<file path="config.mk">
export PLATFORM = sky130hd
export DESIGN_NAME = line_axil_bridge
export DESIGN_NICKNAME = d
export VERILOG_FILES = /design/src/rtl/cache_pkg.sv /design/src/rtl/line_axil_bridge.sv
export SDC_FILE = /design/constraint.sdc
export NUM_CORES = 1
export LEC_CHECK = 0
export ABC_AREA = 1
export CORE_MARGIN = 2
export CORE_UTILIZATION = 43
export CTS_BUF_LIST = sky130_fd_sc_hd__clkbuf_8
export CTS_CLUSTER_SIZE = 12
export DETAILED_ROUTE_END_ITERATION = 8
export GPL_ROUTABILITY_DRIVEN = 0
export PLACE_DENSITY = 0.79
export SLEW_MARGIN = 20
export SYNTH_ARGS = -nofsm -noshare
export SYNTH_HDL_FRONTEND = slang
export SYNTH_SLANG_ARGS = --single-unit
</file>
<file path="constraint.sdc">
create_clock -name clk -period 2.2 [get_ports clk]
set_clock_uncertainty 0.15 [all_clocks]
set_input_delay 0.44 -clock clk [delete_from_list [all_inputs] [get_ports clk]]
set_output_delay 0.44 -clock clk [all_outputs]
set_load 0.05 [all_outputs]
</file>
<file path="src/rtl/cache_pkg.sv">
// Shared types and constants for the cache memory-side bridge.
// Provides bridge FSM state codes, AXI response codes and line geometry helpers.
package cache_pkg;

    typedef enum logic [2:0] {
        S_IDLE    = 3'd0,
        S_WR_ADDR = 3'd1,
        S_WR_RESP = 3'd2,
        S_RD_ADDR = 3'd3,
        S_RD_DATA = 3'd4,
        S_RESP    = 3'd5
    } bridge_state_e;

    localparam logic [1:0] OKAY   = 2'b00;
    localparam logic [1:0] SLVERR = 2'b10;
    localparam logic [1:0] DECERR = 2'b11;

    function automatic int words_per_line(input int line_bytes,
                                          input int data_width);
        return line_bytes / (data_width / 8);
    endfunction

    function automatic int offset_bits(input int line_bytes);
        return $clog2(line_bytes);
    endfunction

endpackage

</file>
<file path="src/rtl/line_axil_bridge.sv">
// Whole-line cache backend to AXI4-Lite manager: one single-beat AXI
// transaction per line word, one line request in flight at a time.
// Ports: clk, rst_n (async low); mem_req_* / mem_resp_* line side;
// m_aw*/m_w*/m_b*/m_ar*/m_r* AXI4-Lite manager side.
// Option: LINE_BRIDGE_ERR_EN adds mem_resp_err (sticky bresp/rresp error).
module line_axil_bridge
    import cache_pkg::*;
#(
    parameter int ADDR_WIDTH = 32,
    parameter int DATA_WIDTH = 32,
    parameter int LINE_BYTES = 16,
    parameter int LINE_BITS  = LINE_BYTES * 8
) (
    input  logic                    clk,
    input  logic                    rst_n,
    input  logic                    mem_req_valid,
    output logic                    mem_req_ready,
    input  logic                    mem_req_we,
    input  logic [ADDR_WIDTH-1:0]   mem_req_addr,
    input  logic [LINE_BITS-1:0]    mem_req_wline,
    output logic                    mem_resp_valid,
    output logic [LINE_BITS-1:0]    mem_resp_rline,
    output logic                    m_awvalid,
    input  logic                    m_awready,
    output logic [ADDR_WIDTH-1:0]   m_awaddr,
    output logic [2:0]              m_awprot,
    output logic                    m_wvalid,
    input  logic                    m_wready,
    output logic [DATA_WIDTH-1:0]   m_wdata,
    output logic [DATA_WIDTH/8-1:0] m_wstrb,
    input  logic                    m_bvalid,
    output logic                    m_bready,
    input  logic [1:0]              m_bresp,
    output logic                    m_arvalid,
    input  logic                    m_arready,
    output logic [ADDR_WIDTH-1:0]   m_araddr,
    output logic [2:0]              m_arprot,
    input  logic                    m_rvalid,
    output logic                    m_rready,
    input  logic [DATA_WIDTH-1:0]   m_rdata,
    input  logic [1:0]              m_rresp
`ifdef LINE_BRIDGE_ERR_EN
    ,
    output logic                    mem_resp_err
`endif
);

    localparam int WPL = words_per_line(LINE_BYTES, DATA_WIDTH);
    localparam int OFF = offset_bits(LINE_BYTES);
    localparam int CW  = (WPL > 1) ? $clog2(WPL) : 1;
    localparam int BSH = $clog2(DATA_WIDTH / 8);
    localparam logic [ADDR_WIDTH-1:0] ALIGN_MASK =
        ~((ADDR_WIDTH'(1) << OFF) - ADDR_WIDTH'(1));

    bridge_state_e state_q, state_d;
    logic [CW-1:0]         cnt_q;
    logic [ADDR_WIDTH-1:0] addr_q;
    logic [LINE_BITS-1:0]  line_q;
    logic [LINE_BITS-1:0]  rline_q;
    logic                  aw_done_q;
    logic                  w_done_q;
    logic [ADDR_WIDTH-1:0] word_addr;
    logic                  last;
    logic                  accept;

    assign word_addr = addr_q + (ADDR_WIDTH'(cnt_q) << BSH);
    assign last      = (cnt_q == CW'(WPL - 1));
    assign accept    = (state_q == S_IDLE) && mem_req_valid;

    assign m_awaddr       = word_addr;
    assign m_araddr       = word_addr;
    assign m_awprot       = 3'b000;
    assign m_arprot       = 3'b000;
    assign m_wstrb        = '1;
    assign m_wdata        = line_q[cnt_q*DATA_WIDTH +: DATA_WIDTH];
    assign mem_resp_rline = rline_q;

    always_comb begin
        state_d        = state_q;
        mem_req_ready  = 1'b0;
        mem_resp_valid = 1'b0;
        m_awvalid      = 1'b0;
        m_wvalid       = 1'b0;
        m_bready       = 1'b0;
        m_arvalid      = 1'b0;
        m_rready       = 1'b0;
        case (state_q)
            S_IDLE: begin
                mem_req_ready = 1'b1;
                if (mem_req_valid)
                    state_d = mem_req_we ? S_WR_ADDR : S_RD_ADDR;
            end
            S_WR_ADDR: begin
                // AW and W retire independently; leave once both are in.
                m_awvalid = !aw_done_q;
                m_wvalid  = !w_done_q;
                if ((aw_done_q || m_awready) && (w_done_q || m_wready))
                    state_d = S_WR_RESP;
            end
            S_WR_RESP: begin
                m_bready = 1'b1;
                if (m_bvalid)
                    state_d = last ? S_RESP : S_WR_ADDR;
            end
            S_RD_ADDR: begin
                m_arvalid = 1'b1;
                if (m_arready)
                    state_d = S_RD_DATA;
            end
            S_RD_DATA: begin
                m_rready = 1'b1;
                if (m_rvalid)
                    state_d = last ? S_RESP : S_RD_ADDR;
            end
            S_RESP: begin
                mem_resp_valid = 1'b1;
                state_d        = S_IDLE;
            end
            default: state_d = S_IDLE;
        endcase
    end

    always_ff @(posedge clk or negedge rst_n) begin
        if (!rst_n) begin
            state_q   <= S_IDLE;
            cnt_q     <= '0;
            addr_q    <= '0;
            line_q    <= '0;
            rline_q   <= '0;
            aw_done_q <= 1'b0;
            w_done_q  <= 1'b0;
        end else begin
            state_q <= state_d;
            if (accept) begin
                addr_q <= mem_req_addr & ALIGN_MASK;
                line_q <= mem_req_wline;
                cnt_q  <= '0;
            end
            if (state_q == S_WR_ADDR) begin
                if (state_d == S_WR_RESP) begin
                    aw_done_q <= 1'b0;
                    w_done_q  <= 1'b0;
                end else begin
                    if (m_awvalid && m_awready) aw_done_q <= 1'b1;
                    if (m_wvalid && m_wready)   w_done_q  <= 1'b1;
                end
            end
            if (((state_q == S_WR_RESP) && m_bvalid && !last) ||
                ((state_q == S_RD_DATA) && m_rvalid && !last))
                cnt_q <= cnt_q + CW'(1);
            if ((state_q == S_RD_DATA) && m_rvalid)
                rline_q[cnt_q*DATA_WIDTH +: DATA_WIDTH] <= m_rdata;
        end
    end

`ifdef LINE_BRIDGE_ERR_EN
    logic err_q;

    always_ff @(posedge clk or negedge rst_n) begin
        if (!rst_n) begin
            err_q <= 1'b0;
        end else if (accept) begin
            err_q <= 1'b0;
        end else begin
            if (m_bvalid && m_bready && (m_bresp != OKAY)) err_q <= 1'b1;
            if (m_rvalid && m_rready && (m_rresp != OKAY)) err_q <= 1'b1;
        end
    end

    assign mem_resp_err = err_q;
`else
    logic unused_resp;
    assign unused_resp = ^{m_bresp, m_rresp};
`endif

endmodule

</file>
==> results.yml <==
clock_tree:
  clk_pin_slew_ns: 0.06
  clockBufferDepth: 3
  cts_buffers: 49
  cts.htree.levels: 2
  cts.sinks: 291
  cts_root_buf: "clkbuf_8"
  cts_tree: "yes"
  clk_latency_ns: 0.54
sta:
  period_share_pct: 113
  final-hold-violation-count: 0
  fin_crit_ns: 2.49
  setup_viol: 32
  setup_tns_ns: -8.47
  rsz0062_at_grt: "true"
  drv_slew: 0
  finalWorstSetupSlack_ns: -0.292
  relSlewSlack_pct: 61.4
  fmax_mhz: 401
  worst_pin_slew_ns: 0.581
yosys:
  synth_top_flop_cell: "dfrtp_1"
  async_flop_share_pct: 100
  seq_area_frac_synth_pct: 54.2
  synth_edf_count: 0
  yosys_warnings: 0
  syn-cell-area_um2: 13400
  post_synth_num_cell_types: 23
  synth_seq_cells: 291
  syn_area_per_cell_um2: 8.22
  synthCells: 1635
floorplan:
  chipHeight_um: 181
  die-area_um2: 32700
  rows: 64
  io_pins: 446
  initial_core_util_pct: 43.8
  core_area_um2: 30700
  die_w_um: 181
worst_setup_path:
  criticalPathCategory: "reg -> out"
  worstPathCellList: "clkinv_8 -> buf_16 -> nor2_1 -> o22ai_4 -> buf_12"
  slowest_delay_ns: 0.57
  crit_arrival_ns: 1.90
  cp.required_ns: 1.61
  end_kind: "output port"
  cp_slowest_cell: "dfrtp_4"
  reg2reg_depth: 8
  path_max_fanout: 19
  startpoint_type: "flip-flop"
detailed_routing:
  wirelength_um: 43600
  drtIter0Drc: 863
  firstDrtPassIters: 5
  drcViolationCount: 0
  dr_total_vias: 12800
  viasPerCell: 5.18
  ant_nets: 0
  wl_per_cell_um: 17.7
pwr:
  swShare_pct: 46.6
  leakagePower_nw: 10.6
  seqPwrFrac_pct: 27.5
  power.density_nw_per_um2: 1470
  pwr-share-comb_pct: 55.6
  internal-power_w: 0.0159
  clkPwrFrac_pct: 16.9
  power_switching_w: 0.0139
  ir_worst_vdd_mv: 1.61
grt:
  grt_max_degree: 73
  grt_pass1_vias: 12900
  overflow: 0
  antenna_found_initial: 3
  grt_first_pass_wirelength_um: 68800
  track_usage_pct: 26.0
placed_design:
  hpwl_um: 29800
  place_worst_setup_slack_ns: -0.0127
  io_buffers: 423
layout:
  layout_common_cells: "nand2_1, dfrtp_1, clkdlybuf4s50_1"
  area_delta_synth_final_pct: 50.7
  drive_gt1_share_pct: 16.0
  nets: 2240
  fillCellCount: 2449
  layout_commonest_cell: "nand2_1"
run_status:
  outcome: "finished, violations left"
  violations: "setup timing"
job:
  drv_cap: 0
hold_path:
  holdCritPathClass: "in -> async"
==> sequential cells by signal, indices dropped and copies added (netlist names) <==
name and cells:
state_q 3, addr_q 28, cnt_q 2, line_q 128, aw_done_q 1, mem_resp_rline 128, w_done_q 1
==> worst max-delay path, delay by kind of cell, from the launching register on <==
family          cells  cell delay (ns)
compound gates      1             0.21
flops               1             0.57
buf+inv             3             0.48
simple gates        1             0.09
==> final timing paths <==
kind / from / endpoint / slack (ns)
worst max-delay path: cnt_q[0]$_DFFE_PN0P_ / m_wdata[0] / -0.29
min in group clk: mem_req_wline[49] / line_q[49]$_DFFE_PN0P_ / 0.26
worst max register to register: cnt_q[0]$_DFFE_PN0P_ / mem_resp_rline[11]$_DFFE_PN0P_ / 0.04
max in group asynchronous: rst_n / line_q[121]$_DFFE_PN0P_ / 0.87
worst min register to register: mem_resp_rline[36]$_DFFE_PN0P_ / mem_resp_rline[36]$_DFFE_PN0P_ / 0.33
worst min-delay path: rst_n / mem_resp_rline[106]$_DFFE_PN0P_ / 0.25
==> power by group through the flow <==
stage                     sequential (W)  combinational (W)  clock, W
after floorplan                  0.00942            0.00843         0
after global placement           0.00796             0.0157         0
after detailed placement         0.00802             0.0160         0
after CTS                        0.00800             0.0158   0.00510
after global routing             0.00837             0.0174   0.00534
final                            0.00816             0.0165   0.00503
==> synthesized netlist by cell type, types with 14 or more instances <==
master	n	area share [%]
inv_1	180	5.0
nand3_1	68	2.5
o21ai_0	241	9.0
dfrtp_1	291	54
o21ai_1	106	3.9
nand2_1	393	11
o22ai_1	32	1.5
nor2_1	137	3.8
buf_6	14	1.2
buf_4	57	3.2
clkbuf_1	55	1.5
buf_2	26	0.97
==> metal layers <==
layer	track usage [%]	routed length (um)	part of all wire (%)
met5	0	0	0
met4	10.7	1670	3.8
met3	6.75	3750	8.6
met2	45.0	21900	50
met1	30.7	16300	37
==> cells by family (layout without fill, tap and decap cells) <==
| logic type | Yosys count | after routing | share of synthesized area [%] |
|---|---|---|---|
| flops | 291 | 291 | 54.2 |
| other cells | 2 | 17 | 0.0559 |
| buf+inv | 334 | 755 | 11.9 |
| simple gates | 618 | 618 | 18.6 |
| compound gates | 384 | 384 | 14.7 |
| fa+ha+maj | 6 | 6 | 0.558 |
==> metrics by stage <==
stage                     hold WS (ns)  std cells  power [W]  instance area (um2)  util [%]
after CTS                        0.237       2456     0.0289                19700      64.4
after global routing             0.268       2467     0.0312                20300      66.1
after floorplan               -0.00559       1647     0.0178                14000         -
final                            0.252       2467     0.0297                20300      66.1
after global placement           0.236       2361     0.0237                18800      61.2
after detailed placement         0.240       2361     0.0240                18800      61.2
==> what timing repair did <==
item | in CTS | in global routing
hold buffers | 1 | 0
pin swaps | 4 | 3
hold endpoints to repair | 61 | 0
endpoints found under the setup margin | 205 | 38
gates resized for setup | 244 | 111
cloned | 1 | 4
setup buffers | 3 | 4
==> area by class of cell <==
type	count	area (um2)	share of cell area, %
multi-input combinational	1022	5420	26.7
timing repair buffer	485	5320	26.2
sequential	291	7290	36.0
inverter	180	691	3.41
tap	396	495	2.45
clock buffer	65	895	4.41
antenna	3	7.51	0.0370
clock inverter	25	146	0.722
No activity file was read; power rests on OpenSTA's default activity.
